`config.mk`:
```
export PLATFORM = sky130hd
export DESIGN_NAME = fetch_sequencer
export DESIGN_NICKNAME = d
export VERILOG_FILES = /design/src/rtl/fetch_pkg.sv /design/src/rtl/fetch_sequencer.sv
export SDC_FILE = /design/constraint.sdc
export NUM_CORES = 1
export LEC_CHECK = 0
export CORE_UTILIZATION = 39
export DETAILED_ROUTE_END_ITERATION = 8
export GPL_ROUTABILITY_DRIVEN = 0
export MAX_ROUTING_LAYER = met4
export PLACE_DENSITY = 0.8
export SYNTH_ARGS = -nofsm -noshare
export SYNTH_HDL_FRONTEND = slang
export SYNTH_SLANG_ARGS = --single-unit
```
`constraint.sdc`:
```
create_clock -name clk -period 3.8 [get_ports clk]
set_clock_uncertainty 0.1 [all_clocks]
set_input_delay 1.14 -clock clk [delete_from_list [all_inputs] [get_ports clk]]
set_output_delay 1.14 -clock clk [all_outputs]
set_load 0.02 [all_outputs]
```
`src/rtl/fetch_pkg.sv`:
```
// fetch_pkg: shared state type, widths and helpers for the fetch sequencer.
package fetch_pkg;

  typedef enum logic [2:0] {
    StReq,
    StWait,
    StDlv,
    StDrain,
    StHalt
  } fetch_state_t;

  localparam int unsigned INSTR_W = 32;
  localparam int unsigned LINE_W  = 64;

  localparam logic [INSTR_W-1:0] INSTR_HALT = 32'h0;

  // Bus addresses are always whole 8-byte lines.
  function automatic logic [63:0] line_align(input logic [63:0] addr);
    return addr & ~64'h7;
  endfunction

endpackage

```
`src/rtl/fetch_sequencer.sv`:
```
// fetch_sequencer: fetches 64-bit lines and offers their two instructions to decode one at a time.
// Define FETCH_TRACE_EN to print handshakes, redirects and halt entry.
module fetch_sequencer
  import fetch_pkg::*;
#(
  parameter int unsigned ADDR_W = 64,
  parameter int unsigned DATA_W = 64
) (
  input  logic               clk,
  input  logic               reset,
  input  logic [ADDR_W-1:0]  entry_pc,
  output logic               bus_req,
  output logic [ADDR_W-1:0]  bus_addr,
  input  logic               bus_gnt,
  input  logic               bus_rvalid,
  input  logic [DATA_W-1:0]  bus_rdata,
  input  logic               redirect_valid,
  input  logic [ADDR_W-1:0]  redirect_pc,
  output logic               instr_valid,
  input  logic               instr_ready,
  output logic [INSTR_W-1:0] instr,
  output logic [ADDR_W-1:0]  instr_pc,
  output logic               halted
);

  fetch_state_t       state_q, state_d;
  logic [ADDR_W-1:0]  pc_q, pc_d;
  logic [ADDR_W-1:0]  target_pc;
  logic [LINE_W-1:0]  line_q, line_d;
  logic [INSTR_W-1:0] sel_word;
  logic               handshake;

  assign target_pc = redirect_pc & ~ADDR_W'(3);
  assign sel_word  = pc_q[2] ? line_q[LINE_W-1:INSTR_W] : line_q[INSTR_W-1:0];
  assign handshake = instr_valid & instr_ready;

  always_comb begin
    state_d = state_q;
    pc_d    = pc_q;
    line_d  = line_q;
    unique case (state_q)
      StReq: begin
        if (redirect_valid) begin
          pc_d = target_pc;
          // A granted request still owes us a beat, so it must be drained.
          state_d = bus_gnt ? StDrain : StReq;
        end else if (bus_gnt) begin
          state_d = StWait;
        end
      end
      StWait: begin
        if (redirect_valid) begin
          pc_d    = target_pc;
          state_d = bus_rvalid ? StReq : StDrain;
        end else if (bus_rvalid) begin
          line_d  = bus_rdata[LINE_W-1:0];
          state_d = StDlv;
        end
      end
      StDlv: begin
        if (redirect_valid) begin
          pc_d    = target_pc;
          state_d = StReq;
        end else if (sel_word == INSTR_HALT) begin
          state_d = StHalt;
        end else if (instr_ready) begin
          pc_d    = pc_q + ADDR_W'(4);
          state_d = pc_q[2] ? StReq : StDlv;
        end
      end
      StDrain: begin
        if (redirect_valid) begin
          pc_d = target_pc;
        end
        if (bus_rvalid) begin
          state_d = StReq;
        end
      end
      StHalt: begin
        if (redirect_valid) begin
          pc_d    = target_pc;
          state_d = StReq;
        end
      end
      default: state_d = StReq;
    endcase
  end

  always_ff @(posedge clk) begin
    if (reset) begin
      state_q <= StReq;
      pc_q    <= entry_pc & ~ADDR_W'(3);
      line_q  <= '0;
    end else begin
      state_q <= state_d;
      pc_q    <= pc_d;
      line_q  <= line_d;
    end
  end

  // Reset is synchronous but still masks the outputs in the reset cycle itself.
  assign bus_req     = ~reset & (state_q == StReq);
  assign bus_addr    = ADDR_W'(line_align(64'(pc_q)));
  assign instr_valid = ~reset & (state_q == StDlv) & (sel_word != INSTR_HALT);
  assign instr       = instr_valid ? sel_word : '0;
  assign instr_pc    = instr_valid ? pc_q : '0;
  assign halted      = ~reset & (state_q == StHalt);

`ifdef FETCH_TRACE_EN
  always_ff @(posedge clk) begin
    if (!reset) begin
      if (handshake) begin
        $display("fetch pc=%h instr=%h", instr_pc, instr);
      end
      if (redirect_valid) begin
        $display("redirect %h", redirect_pc);
      end
      if (state_d == StHalt && state_q != StHalt) begin
        $display("halt pc=%h", pc_q);
      end
    end
  end
`else
  // Default build: handshake is only observed by the trace.
  logic unused_handshake;
  assign unused_handshake = handshake;
`endif

endmodule

```
Yosys cells after proc, flatten, opt, wreduce, memory -nomap -nowiden
Index checks and enable logic that the tools add are counted.
{"block": "totals", "register_bits": 131, "output_inout_bits": 163, "wordCells": 58}
{"block": "classes", "add_sub_neg": 1, "eq_ne": 15, "mux": 22, "bitwise_logic": 6, "n_reduce_logical": 10}
{"operator": "$mux W64", "n": 6}
{"operator": "$pmux W64 S2", "n": 1}
{"operator": "$add A64 B3 Y64 const B", "n": 1}
{"operator": "$mux W32", "n": 2}
{"operator": "$logic_not A32 Y1", "n": 1}
{"operator": "$reduce_bool A32 Y1", "n": 1}
{"operator": "$mux W3", "n": 9}
{"operator": "$pmux W3 S5", "n": 1}
{"operator": "$ne A3 B3 Y1 const B", "n": 4}
{"operator": "$ne A4 B4 Y1 const B", "n": 3}
{"operator": "$reduce_and A4 Y1", "n": 2}
{"operator": "$eq A3 B2 Y1 const B", "n": 2}
{"operator": "$mux W2", "n": 3}
{"operator": "$reduce_and A5 Y1", "n": 1}
{"operator": "$and A1 B1 Y1", "n": 4}
{"operator": "$ne A2 B2 Y1 const B", "n": 2}
{"operator": "$reduce_or A4 Y1", "n": 1}
{"operator": "$eq A3 B1 Y1 const B", "n": 1}
{"operator": "$eq A3 B3 Y1 const B", "n": 1}
{"operator": "$logic_not A3 Y1", "n": 1}
{"operator": "$ne A3 B1 Y1 const B", "n": 1}
{"operator": "$reduce_and A3 Y1", "n": 1}
{"operator": "$reduce_bool A3 Y1", "n": 1}
{"operator": "$ne A2 B1 Y1 const B", "n": 1}
{"operator": "2 further kinds", "n": 3}

Depth between registers and ports, before layout
{"block": "depth", "ltp_word": 6, "mapped_depth": 9, "ltp_nobuf": 7}

Worst setup path before layout
No wires, ideal clock.
{"block": "synth_timing", "path_kind": "input to output", "start": "input reset", "end": "output halted", "t_arrival_ps": 2445, "required_ps": 2560, "slack_ps": 115, "stages": 4, "n_path_buf": 3, "path_cell_list": "clkbuf_1 clkbuf_1 clkbuf_1 nor4b_1"}
{"block": "synth_between", "elab_chain_len": 2}
{"element": "start, declared", "line_no": "fetch_sequencer.sv:10", "text": "input logic reset,"}
{"element": "$not A1 Y1", "line_no": "fetch_sequencer.sv:107", "text": "assign halted = ~reset & (state_q == StHalt);"}
{"element": "$and A1 B1 Y1", "line_no": "fetch_sequencer.sv:107"}
{"element": "end, declared", "line_no": "fetch_sequencer.sv:23", "text": "output logic halted"}
Every way passes these cells.

Worst setup path after layout
{"block": "layout_timing", "start": "register line_q[56]", "end": "output instr_pc[15]"}
{"block": "layout_between", "elab_chain_len": 4}
{"element": "start, declared", "line_no": "fetch_sequencer.sv:29", "text": "logic [LINE_W-1:0] line_q, line_d;"}
{"element": "start signal, assigned", "line_no": "fetch_sequencer.sv:97", "text": "line_q <= line_d;"}
{"element": "$mux W32", "line_no": "fetch_sequencer.sv:34", "text": "assign sel_word = pc_q[2] ? line_q[LINE_W-1:INSTR_W] : line_q[INSTR_W-1:0];"}
{"element": "$reduce_bool A32 Y1", "line_no": "fetch_sequencer.sv:104", "text": "assign instr_valid = ~reset & (state_q == StDlv) & (sel_word != INSTR_HALT);"}
{"element": "$and A1 B1 Y1", "line_no": "fetch_sequencer.sv:104"}
{"element": "$mux W64", "line_no": "fetch_sequencer.sv:106", "text": "assign instr_pc = instr_valid ? pc_q : '0;"}
{"element": "end, declared", "line_no": "fetch_sequencer.sv:22", "text": "output logic [ADDR_W-1:0] instr_pc,"}
Every way passes these cells.

==> summary.txt <==
Power
  • Total Power: 4.33 mW
  • Power per cell area: 353 mW/mm^2
  • Psw: 1.30 mW
  • Clock network power share: 38.4%
  • Peak supply drop: 0.266 mV
  • Pint: 3.03 mW
  • Lkg Pwr: 4.75 nW
  • Sequential Power Share: 39.9%
  • Switch share: 30.0%
  • Combinational fraction of design power: 21.7%

Synthesis
  • Mapped cell area: 0.00834 sq mm
  • Avg Cell Area, Syn: 8.02 sq um
  • Synth async-reset ratio: 0%
  • Dominant cell type by area after synthesis: edfxtp_1
  • #FFs+latches synth: 131
  • Top cell type's share of synthesized area: 22.3%
  • Synth Warn #: 0
  • Synthesized instance count: 1,040
  • Count of different cell masters after synthesis: 55
  • Cell with the most instances after synthesis: nand2_1
  • Number of synthesized flops with an enable pin: 62
  • Synth Flop Type: dfxtp_1
  • Synth top cells by count: nand2_1 (218), a21oi_1 (96), nor2_1 (77)
  • Dominant cells by area after synthesis: edfxtp_1 (22%), dfxtp_1 (17%), nand2_1 (9.8%)
  • Share of the yosys chip area belonging to registers: 38.9%

STA
  • Fin crit share: 97.1%
  • Final hold violations: 0
  • Max_slew headroom: 47.6%
  • Worst slew pin tran: 786 ps
  • FMAX: 0.271 GHz
  • Tmin final: 3690 ps
  • Max-slew violation count: 0
  • RSZ-0062 raised after global routing: true
  • Setup-failing EPs final: 0

Clock tree
  • Post-CTS setup buffers: 0
  • Htree depth: 4
  • Clock Latency Late Sink: 420 ps
  • Clk root buf: clkbuf_16
  • CTS Hold Bufs: 0
  • CTS Buf Count: 17
  • Sink Count: 131
  • Clock-pin slew on the worst setup and hold paths: 70 ps
  • Max clock buf depth: 2
  • CTS tree: yes

Setup path
  • Worst-path fanout max: 53
  • Startpoint types: flip-flop
  • Critical Path Sink Type: output port
  • WP data required: 2560 ps
  • Crit Path Category: flip-flop to output port
  • Arrival @ worst endpoint: 2450 ps

Outcome
  • Status: finished clean

GRT
  • GRT Resource Usage Total: 26.1%
  • Pin count of the biggest net entering global routing: 192
  • First-pass GRT wire length: 43,500 um
  • Total grt overflow: 0
  • Vias in the first global route: 8,177
  • Initial antenna violation count: 1

Cells and area
  • Core Util, Final: 58.4%
  • Final #Nets: 1,519
  • P&R area growth vs syn: 47.0%
  • FF+latch area: 0.00325 sq mm
  • Fin cells: 1,609
  • Multi-input logic area: 0.00446 sq mm
  • Layout cells sized above 1: 12.2%
  • Fill cells: 1,836

Drt
  • Antenna viol nets, final: 0
  • Avg WL per Cell: 17.7 um
  • Via density: 5.25
  • Drc violations: 0
  • Drt total wl: 28,500 um
  • Initial DRC Count: 457
  • TritonRoute pass-1 iters: 5
  • Vias: 8,451

Floorplan
  • Initial core utilization: 39.7%
  • Std cell rows: 53
  • Core region area: 0.0210 sq mm
  • Die width: 148 um
  • Die height: 148 um
  • I/O pin total: 361
  • Die area: 0.0220 sq mm

Job
  • Max-Cap Viols: 0

Placed design
  • Placed Instances: 1,575
  • I/O Buffers: 353
  • HPWL after detailed placement: 20,400 um

Hold path
  • Hold Path Class: flip-flop to flip-flop
==> state kept, by name, indices dropped and copies added, names as in the netlist <==
signal	flops
pc_q	64
line_q	64
state_q	3
==> metal layers <==
metal	global-route usage [%]	vias up	wire length, um
met4	8.71	0	571
met3	5.34	30	2240
met1	30.2	3957	11100
li1	-	4099	-
met5	-	-	0
met2	45.0	365	14600
==> cell usage in the layout, fill, tap and decap left out, drive strengths merged, types with 26 or more instances in the layout <==
cell type	n
clkdlybuf4s50	255
nand2	218
a21oi	96
nor2	77
clkbuf	74
dfxtp	69
edfxtp	62
and2	56
o21ai	54
mux2i	42
dlygate4sd2	41
buf	39
nand3	31
xnor2	29
nor4	26
==> worst max-delay path, stage by stage, from the launching register on <==
cell       delay, ps
dfxtp_1          320
nor4_1           410
nand4_1          180
nor2_2           250
a2111oi_4        130
nand2b_4         130
inv_2             60
buf_12           160
and2_2           210
buf_2            150
==> final timing paths <==
| kind | from | to | slack [ps] | depth (start not counted) |
|---|---|---|---|---|
| worst max register to register | pc_q[2] | pc_q[42] | 530 | 8 |
| worst max-delay path | line_q[56] | instr_pc[15] | 110 | 9 |
| worst min-delay path | line_q[49] | line_q[49] | 380 | 2 |
| worst min register to register | line_q[49] | line_q[49] | 380 | 2 |
==> area by class of cell <==
class	instances	area share [%]
clock inverter	12	0.847
multi-input combinational	772	36.3
antenna	1	0.0204
inverter	9	0.275
sequential	131	26.5
clock buffer	20	3.99
tap	275	2.80
timing repair buffer	389	29.3
==> power by group through the flow <==
stage,Combinational (mW),Clock (mW),Sequential [mW]
floorplan,0.547,0,1.71
global placement,0.923,0,1.75
detailed placement,0.935,0,1.75
CTS,0.943,1.69,1.72
global route,1.01,1.75,1.74
finish,0.940,1.67,1.73
==> repair_timing <==
| item | CTS | global route |
|---|---|---|
| gates resized for setup | 157 | 71 |
| pin swaps | 3 | 3 |
| gates cloned | 0 | 1 |
| endpoints found under the setup margin | 97 | 94 |
==> stage by stage <==
step / TNS [ps] / cell area, sq um / setup WS, ps / hold WS, ps
2_1_floorplan: 0 / 8350 / 115 / 348
3_3_place_gp: 0 / 11900 / 37.5 / 356
3_5_place_dp: 0 / 11900 / 4.13 / 364
4_1_cts: -41.9 / 12500 / -41.9 / 373
5_1_grt: 0 / 12300 / 4.79 / 398
6_report: 0 / 12300 / 110 / 376
==> logic make-up after synthesis <==
group | share of synthesized area [%]
AOI/OAI and AO/OA | 12.2
xor gates and xnor gates | 5.56
adders and majority gates | 0.150
buffers and inverters | 9.21
DFF | 38.9
muxes | 5.17
other | 0.0449
and+or+nand+nor | 28.8
Power figures use the tool's default switching activity.
